<file path="src/rtl/pcie2axil_read_engine.sv">
`default_nettype none
// ============================================================================
// Module   : pcie2axil_read_engine
// Brief    : PCIe memory-read to AXI4-Lite read bridge. Translates BAR hits
//            to AXI addresses, keeps up to MAX_OUTSTANDING reads in flight
//            and returns each R beat in order with its tag, byte enables
//            and an error flag.
// Options  : PCIE2AXIL_RRESP_ERR_FILL_EN - force completion data to
//            all-ones when rresp is non-zero.
// Revision : 1.0 - initial pipelined release
// ============================================================================
module pcie2axil_read_engine #(
    parameter int                        TCQ             = 1,
    parameter int                        AXI_DATA_WIDTH  = 64,
    parameter int                        AXI_ADDR_WIDTH  = 32,
    parameter int                        MAX_OUTSTANDING = 4,
    parameter logic [AXI_ADDR_WIDTH-1:0] BAR0AXI         = '0,
    parameter logic [AXI_ADDR_WIDTH-1:0] BAR1AXI         = '0,
    parameter logic [AXI_ADDR_WIDTH-1:0] BAR2AXI         = '0,
    parameter logic [AXI_ADDR_WIDTH-1:0] BAR3AXI         = '0,
    parameter logic [AXI_ADDR_WIDTH-1:0] BAR4AXI         = '0,
    parameter logic [AXI_ADDR_WIDTH-1:0] BAR5AXI         = '0,
    parameter int                        BAR0SIZE        = 12,
    parameter int                        BAR1SIZE        = 12,
    parameter int                        BAR2SIZE        = 12,
    parameter int                        BAR3SIZE        = 12,
    parameter int                        BAR4SIZE        = 12,
    parameter int                        BAR5SIZE        = 12
) (
    input  logic                                 m_axi_aclk,
    input  logic                                 m_axi_aresetn,
    input  logic                                 mem_req_valid,
    output logic                                 mem_req_ready,
    input  logic [2:0]                           mem_req_bar_hit,
    input  logic [31:0]                          mem_req_pcie_address,
    input  logic [3:0]                           mem_req_byte_enable,
    input  logic [7:0]                           mem_req_tag,
    input  logic                                 mem_req_write_readn,
    output logic [AXI_ADDR_WIDTH-1:0]            m_axi_araddr,
    output logic [2:0]                           m_axi_arprot,
    output logic                                 m_axi_arvalid,
    input  logic                                 m_axi_arready,
    input  logic [AXI_DATA_WIDTH-1:0]            m_axi_rdata,
    input  logic [1:0]                           m_axi_rresp,
    input  logic                                 m_axi_rvalid,
    output logic                                 m_axi_rready,
    output logic                                 axi_cpld_valid,
    input  logic                                 axi_cpld_ready,
    output logic [AXI_DATA_WIDTH-1:0]            axi_cpld_data,
    output logic [7:0]                           axi_cpld_tag,
    output logic [3:0]                           axi_cpld_byte_enable,
    output logic                                 axi_cpld_err,
    output logic [$clog2(MAX_OUTSTANDING+1)-1:0] rd_outstanding
);

    localparam int c_CNT_W  = $clog2(MAX_OUTSTANDING + 1);
    localparam int c_PTR_W  = (MAX_OUTSTANDING > 1) ? $clog2(MAX_OUTSTANDING) : 1;
    localparam int c_META_W = 12;

    // TCQ is kept so existing instantiations still elaborate; registers here
    // carry no modelled clock-to-Q delay.
    if (TCQ < 0) begin : g_tcq_range
    end

    logic [AXI_ADDR_WIDTH-1:0] w_pcie_addr;
    logic [AXI_ADDR_WIDTH-1:0] w_xlate_addr;
    logic                      w_accept;
    logic                      w_r_hs;
    logic                      w_pop;
    logic                      w_fifo_empty;
    logic [c_META_W-1:0]       w_head;

    logic                      r_arvalid;
    logic [AXI_ADDR_WIDTH-1:0] r_araddr;
    logic [c_CNT_W-1:0]        r_count;
    logic [c_PTR_W-1:0]        r_wr_ptr;
    logic [c_PTR_W-1:0]        r_rd_ptr;
    logic [c_META_W-1:0]       r_meta [MAX_OUTSTANDING];

    // Fit the 32-bit PCIe address to the AXI address width.
    if (AXI_ADDR_WIDTH > 32) begin : g_addr_zext
        assign w_pcie_addr = {{(AXI_ADDR_WIDTH-32){1'b0}}, mem_req_pcie_address};
    end else if (AXI_ADDR_WIDTH == 32) begin : g_addr_same
        assign w_pcie_addr = mem_req_pcie_address;
    end else begin : g_addr_trunc
        logic w_unused_addr_hi;
        assign w_pcie_addr      = mem_req_pcie_address[AXI_ADDR_WIDTH-1:0];
        assign w_unused_addr_hi = ^mem_req_pcie_address[31:AXI_ADDR_WIDTH];
    end

    // Window base above SIZE, DW-aligned offset below it.
    function automatic logic [AXI_ADDR_WIDTH-1:0] f_xlate(
        input logic [AXI_ADDR_WIDTH-1:0] base,
        input int                        size,
        input logic [AXI_ADDR_WIDTH-1:0] pa
    );
        logic [AXI_ADDR_WIDTH-1:0] mask;
        logic [AXI_ADDR_WIDTH-1:0] dw_mask;
        mask    = {AXI_ADDR_WIDTH{1'b1}} << size;
        dw_mask = {{(AXI_ADDR_WIDTH-2){1'b1}}, 2'b00};
        return (base & mask) | (pa & ~mask & dw_mask);
    endfunction

    function automatic logic [c_PTR_W-1:0] f_ptr_inc(input logic [c_PTR_W-1:0] p);
        return (p == c_PTR_W'(MAX_OUTSTANDING - 1)) ? '0 : p + 1'b1;
    endfunction

    // BAR window lookup; hits 6 and 7 map to address 0 but still issue.
    always_comb begin
        w_xlate_addr = '0;
        case (mem_req_bar_hit)
            3'd0:    w_xlate_addr = f_xlate(BAR0AXI, BAR0SIZE, w_pcie_addr);
            3'd1:    w_xlate_addr = f_xlate(BAR1AXI, BAR1SIZE, w_pcie_addr);
            3'd2:    w_xlate_addr = f_xlate(BAR2AXI, BAR2SIZE, w_pcie_addr);
            3'd3:    w_xlate_addr = f_xlate(BAR3AXI, BAR3SIZE, w_pcie_addr);
            3'd4:    w_xlate_addr = f_xlate(BAR4AXI, BAR4SIZE, w_pcie_addr);
            3'd5:    w_xlate_addr = f_xlate(BAR5AXI, BAR5SIZE, w_pcie_addr);
            default: w_xlate_addr = '0;
        endcase
    end

    assign mem_req_ready = m_axi_aresetn & (~r_arvalid | m_axi_arready) &
                           (r_count < c_CNT_W'(MAX_OUTSTANDING));
    assign w_accept      = mem_req_valid & mem_req_ready & ~mem_req_write_readn;
    assign w_r_hs        = m_axi_rvalid & axi_cpld_ready & m_axi_aresetn;
    assign w_fifo_empty  = (r_count == '0);
    // A beat with nothing outstanding is an orphan and must not pop.
    assign w_pop         = w_r_hs & ~w_fifo_empty;

    // AR output register: holds until arready, reloads back-to-back.
    always_ff @(posedge m_axi_aclk) begin
        if (!m_axi_aresetn) begin
            r_arvalid <= 1'b0;
            r_araddr  <= '0;
        end else if (w_accept) begin
            r_arvalid <= 1'b1;
            r_araddr  <= w_xlate_addr;
        end else if (m_axi_arready) begin
            r_arvalid <= 1'b0;
        end
    end

    // Metadata storage; validity is tracked by the occupancy counter.
    always_ff @(posedge m_axi_aclk) begin
        if (w_accept) begin
            r_meta[r_wr_ptr] <= {mem_req_tag, mem_req_byte_enable};
        end
    end

    // FIFO pointers and in-flight counter.
    always_ff @(posedge m_axi_aclk) begin
        if (!m_axi_aresetn) begin
            r_wr_ptr <= '0;
            r_rd_ptr <= '0;
            r_count  <= '0;
        end else begin
            if (w_accept) begin
                r_wr_ptr <= f_ptr_inc(r_wr_ptr);
            end
            if (w_pop) begin
                r_rd_ptr <= f_ptr_inc(r_rd_ptr);
            end
            case ({w_accept, w_pop})
                2'b10:   r_count <= r_count + 1'b1;
                2'b01:   r_count <= r_count - 1'b1;
                default: r_count <= r_count;
            endcase
        end
    end

    assign w_head               = r_meta[r_rd_ptr];
    assign axi_cpld_tag         = w_fifo_empty ? 8'h00 : w_head[11:4];
    assign axi_cpld_byte_enable = w_fifo_empty ? 4'h0  : w_head[3:0];
    assign axi_cpld_err         = (m_axi_rresp != 2'b00) | w_fifo_empty;
    assign axi_cpld_valid       = m_axi_rvalid & m_axi_aresetn;
    assign m_axi_rready         = axi_cpld_ready & m_axi_aresetn;

`ifdef PCIE2AXIL_RRESP_ERR_FILL_EN
    assign axi_cpld_data = (m_axi_rresp != 2'b00) ? {AXI_DATA_WIDTH{1'b1}} : m_axi_rdata;
`else
    assign axi_cpld_data = m_axi_rdata;
`endif

    assign m_axi_araddr   = r_araddr;
    assign m_axi_arvalid  = r_arvalid;
    assign m_axi_arprot   = 3'b000;
    assign rd_outstanding = r_count;

endmodule
`default_nettype wire
</file>
<file path="config.mk">
export PLATFORM = sky130hd
export DESIGN_NAME = pcie2axil_read_engine
export DESIGN_NICKNAME = d
export VERILOG_FILES = /design/src/rtl/pcie2axil_read_engine.sv
export SDC_FILE = /design/constraint.sdc
export NUM_CORES = 1
export LEC_CHECK = 0
export ABC_AREA = 1
export CAP_MARGIN = 40
export CORE_ASPECT_RATIO = 1.25
export CORE_UTILIZATION = 36
export CTS_BUF_LIST = sky130_fd_sc_hd__clkbuf_16
export DETAILED_ROUTE_END_ITERATION = 6
export PLACE_DENSITY = 0.81
export SKIP_CTS_REPAIR_TIMING = 1
export SYNTH_ARGS = -nofsm -noshare
export SYNTH_HDL_FRONTEND = slang
export SYNTH_SLANG_ARGS = --single-unit
</file>
<file path="constraint.sdc">
create_clock -name m_axi_aclk -period 2.2 [get_ports m_axi_aclk]
set_input_delay 0.55 -clock m_axi_aclk [delete_from_list [all_inputs] [get_ports m_axi_aclk]]
set_output_delay 0.55 -clock m_axi_aclk [all_outputs]
set_load 0.05 [all_outputs]
</file>
==> Yosys cells after proc, flatten, opt, wreduce, memory -nomap -nowiden <==
Memory sizes are Yosys's and may differ from the RTL's. A register that Yosys moved wholly into a read port is not among the register bits.
Index checks and enable logic that the tools add are counted.
{ "op_classes": {"muxes": 12, "n_reduce_logical": 6, "n_addsub": 4, "bitwise_logic": 14, "n_eq_ne": 9, "order_cmp": 1} }
{ "ops": {"columns": ["cell", "count"], "rows": [
  ["12-bit two-way mux", 1],
  ["1-bit bitwise AND", 9],
  ["2-bit two-way mux", 4],
  ["8-bit two-way mux", 1],
  ["2-bit == test, second input constant", 3],
  ["3-bit by 2-bit == test with 1-bit output, second input constant", 2],
  ["3-bit == test, second input constant", 2],
  ["3-bit zero test", 2],
  ["3-bit case mux with 2 select lines", 1],
  ["2-bit nonzero test", 3],
  ["6-bit OR reduction", 1],
  ["2-bit by 1-bit adder with 2-bit output, second input constant", 2],
  ["1-bit two-way mux", 4],
  ["4-bit two-way mux", 1],
  ["3-bit by 1-bit adder with 3-bit output, second input constant", 1],
  ["3-bit by 1-bit == test with 1-bit output, second input constant", 1],
  ["3-bit < comparator, second input constant", 1],
  ["1-bit inverter", 3],
  ["3-bit by 1-bit subtractor with 3-bit output, second input constant", 1],
  ["2-bit by 1-bit == test with 1-bit output, second input constant", 1],
  ["1-bit bitwise OR", 2]
]} }
{ "totals": {"elab_cells": 52, "regBits": 40, "input_bits": 120, "output_inout_bits": 119, "memories": 1, "ramBits": 48} }
{ "memory_table": {"columns": ["memory", "depth", "width", "read_ports", "rd_ports_with_merged_regs", "write_ports", "line", "text"], "rows": [
  ["r_meta", 4, 12, 1, 1, 1, "78", "logic [c_META_W-1:0] r_meta [MAX_OUTSTANDING];"]
]} }

==> Depth between registers and ports, before layout <==
{ "depth": {"depth_word": 8, "mapped_depth": 13} }

==> Worst setup path before layout <==
OpenSTA, ideal clock, no wires.
{ "synth_timing": {"path_kind": "register to output", "startpoint": "reg r_count[0], in the netlist rd_outstanding[0]", "endpoint": "out axi_cpld_byte_enable[0]", "t_arrival_ns": 1.952, "setup_slack_ns": -0.302, "n_path_buf": 1, "path_stages_with_launch": 6, "cell_sequence": "dfxtp_1 inv_1 nand3_1 inv_1 buf_2 a21oi_1"} }
{ "synth_between": {"elab_chain_cells": 2} }
{ "synth_lines": {"columns": ["item", "line", "text"], "rows": [
  ["start, declared", "75", "logic [c_CNT_W-1:0] r_count;"],
  ["start signal, assigned", "164", "2'b10: r_count <= r_count + 1'b1;"],
  ["start signal, assigned", "165", "2'b01: r_count <= r_count - 1'b1;"],
  ["start signal, assigned", "166", "default: r_count <= r_count;"],
  ["3-bit zero test", "126", "assign w_fifo_empty = (r_count == '0);"],
  ["4-bit two-way mux", "173", "assign axi_cpld_byte_enable = w_fifo_empty ? 4'h0 : w_head[3:0];"],
  ["end, declared", "51", "output logic [3:0] axi_cpld_byte_enable,"]
]} }
No other way between the ends.

==> summary.md <==
| Metric | Value |
|---|---|
| Placed cell count | 530 |
| Non-Filler Instances | between 500 and 600 |
| Final Hold Fails | 0 |
| Rows | 40 |
| DRC | 0 |
| Layout cell share with drive strength beyond 1 | 18.7% |
| CTS tree | done |
| Crit path capture type | primary output |
| Most common cell after layout, fill and taps aside | nor2_1 |
| Slew Limit Fails | 0 |
| Largest net degree at the start of global routing | 26 |
| Clock skew | 0.00885 ns |
| R2r worst-path depth | 14 |
| Core box area | a little under 10000 µm² |
| Die outline area | about 10000 µm² |
| Tmin final | around 2.1 ns |
| WHS Path Cells | 2 |
| # fillers | 860 |
| Ant. Diodes | 0 |
| Total GRT Usage | between 10% and 20% |
| Worst setup path endpoint | axi_cpld_tag[7] |
| Post-synthesis sequential area ratio | approximately half |
| Worst r2r src | rd_outstanding[2]$_SDFFE_PN0P_ |
| DR WL met2 | slightly below 5 mm |
| Via count | 2491 |
| Layout Nets | ~550 |
| Chip width | 91.6 µm |
| CTS root buf | clkbuf_16 |
| Post-DP HPWL | between 7 and 8 mm |
| Most frequent cells in the layout | 97 x nor2_1, 48 x edfxtp_1, 45 x clkdlybuf4s50_1 |
| Main combinational cell family by area after synthesis | buffers and inverters |
| Tightest Pin Transition | 0.528 ns |
| R2R setup slack | between 0.3 and 0.4 ns |
| Avg WL per Cell | roughly 17 µm |
| Crit path kind | register to primary output |
| Initial Util | a little under two fifths |
| Post-DRT Antenna Nets | 0 |
| Routability congestion estimate | 0.748 |
| Data arrival, critical path | roughly 1.6 ns |
| First-pass GRT wire length | between 10 and 15 mm |
| Syn_area_per_cell | approximately 9 µm² |
| Netlist cell types | 20 |
| Worst reg2reg endpoint | rd_outstanding[2]$_SDFFE_PN0P_ |
| Final setup viols | 0 |
| Clock Latency Late Sink | roughly 0.32 ns |
| Register bit count reported by yosys | 68 |
| Syn Inst Count | between 400 and 500 |
| Area Growth Syn to Fin | 25.3% |
| Port bufs | 62 |
| Vias in the first global route | around 2500 |
| Adder-cell area share of the yosys netlist | approximately 2.6% |
| Post-synthesis compound-gate area fraction | approximately 5.7% |
| Iter 0 DRT Violations | roughly 190 |
| Die span in y | around 110 µm |
| Total grt overflow | 0 |
| Syn Std Cell Area | ~3600 µm² |
| H-tree Lvls | 3 |
| FMAX | about 470 MHz |
| Final wirelength | just over 9 mm |
| Top layer in use | met4 |
| Maxcap violations | 0 |
| Simple-gate share of the synthesized area | between 10% and 20% |
| Worst Path Max Fanout | 10 |
| Met3 wire length | 1.59 mm |
| Post-synthesis xor/xnor area fraction | 0% |
| Outcome | finished, final reports clean |
| CP required | roughly 1.7 ns |
| PD cells | 838 nW/µm² |
| Vias per Instance | 4.54 |
| I/O pins | about 240 |
| Clock transition at path regs | about 0.05 ns |
| Max Root-Sink Buffers | 2 |
| Finished Core Util | between 40% and 50% |
| Maximum vdd drop | 0.000531 V |
| YS warnings | 0 |
| Multiplexer share of the synthesized area | 0% |
| Leak | 0.00190 µW |
| Period utilization | a little over nine tenths |
| Slew HR | between 60% and 70% |
| Met1 WL | 2.55 mm |
| CTS buffer count | 9 |
| Clk sinks | 68 |
| 1st-pass router iterations | 6 |
| Initial antenna violation count | 0 |
| Worst Setup Start Kind | register |
| HP Class | register to register |
final cells by class:
cell class	count	area [µm²]	share of cell area, %
clock inverters	7	141	3.12
inverters	44	175	3.87
repair buffers	81	966	21.3
flip-flops and latches	68	1840	40.7
clock buffers	9	225	4.97
multi-input cells	214	1020	22.5
well taps	126	158	3.48
logic make-up (layout without fill, tap and decap cells):
logic type      Yosys count  in the layout
other cells               1             25
flops                    68             68
buf+inv                 146            141
fa+ha+maj                 7              7
compound gates           41             41
simple gates            141            141
worst min-delay path by stage:
stage / start / endpoint / slack (ns)
detailed placement: r_rd_ptr[1]$_SDFFE_PN0P_ / register / 0.50
global route: m_axi_araddr[2]$_SDFFE_PN0P_ / m_axi_araddr[2]$_SDFFE_PN0P_ / 0.55
CTS: r_rd_ptr[1]$_SDFFE_PN0P_ / register / 0.51
floorplan: r_rd_ptr[1]$_SDFFE_PN0P_ / register / 0.48
finish: r_rd_ptr[1]$_SDFFE_PN0P_ / register / 0.51
global placement: r_rd_ptr[1]$_SDFFE_PN0P_ / r_rd_ptr[1]$_SDFFE_PN0P_ / 0.49
worst max-delay path, cell delays in order, from the launching register on:
cell	delay, ns
dfxtp_2	0.37
clkinvlp_4	0.13
buf_12	0.16
nor2_1	0.09
o21ai_0	0.12
a21oi_2	0.22
buf_12	0.16
sequential cells by signal, summed over array words and instances, names as in the netlist, named ones only:
register	flops
m_axi_araddr	10
m_axi_arvalid	1
r_meta	48
r_rd_ptr	2
r_wr_ptr	2
rd_outstanding	3
stage by stage:
stage / power (µW) / hold slack, ns / cell area (µm²) / setup TNS, ns / setup WS (ns)
final: 3800 / 0.514 / 4530 / 0 / 0.0772
after global routing: 3920 / 0.550 / 4530 / -0.0304 / -0.0232
after CTS: 3780 / 0.508 / 4370 / -0.638 / -0.180
after detailed placement: 2040 / 0.498 / 4000 / -6.18 / -0.298
after global placement: 2020 / 0.492 / 4000 / -4.41 / -0.240
after floorplan: 2140 / 0.479 / 3700 / -3.29 / -0.302
power breakdown:
part           switching, µW  internal, µW  leakage [µW]
Clock                    519          1220      0.000181
Combinational            403           240       0.00113
Sequential              14.9          1400      0.000597
layer usage:
layer  vias up  track usage [%]
met5         -                0
met4         0             7.20
met3        18             12.9
met2       166             31.5
met1      1129             14.2
li1       1178                -
synthesized netlist by cell type:
cell type / instances / area share (%)
dfxtp_1: 20 / 11
nand3_2: 1 / 0.28
nand2_1: 38 / 3.9
nand3b_1: 1 / 0.21
buf_4: 92 / 19
a21oi_1: 15 / 2.1
clkbuf_2: 2 / 0.28
fa_1: 1 / 0.55
nand3_1: 2 / 0.28
nor2_1: 98 / 10
ha_1: 6 / 2.1
inv_1: 41 / 4.3
nor2_2: 1 / 0.17
inv_2: 2 / 0.21
clkinv_1: 1 / 0.10
o21ai_0: 26 / 3.6
edfxtp_1: 48 / 40
buf_2: 5 / 0.69
buf_6: 3 / 0.93
conb_1: 1 / 0.10
Power figures use the tool's default switching activity.
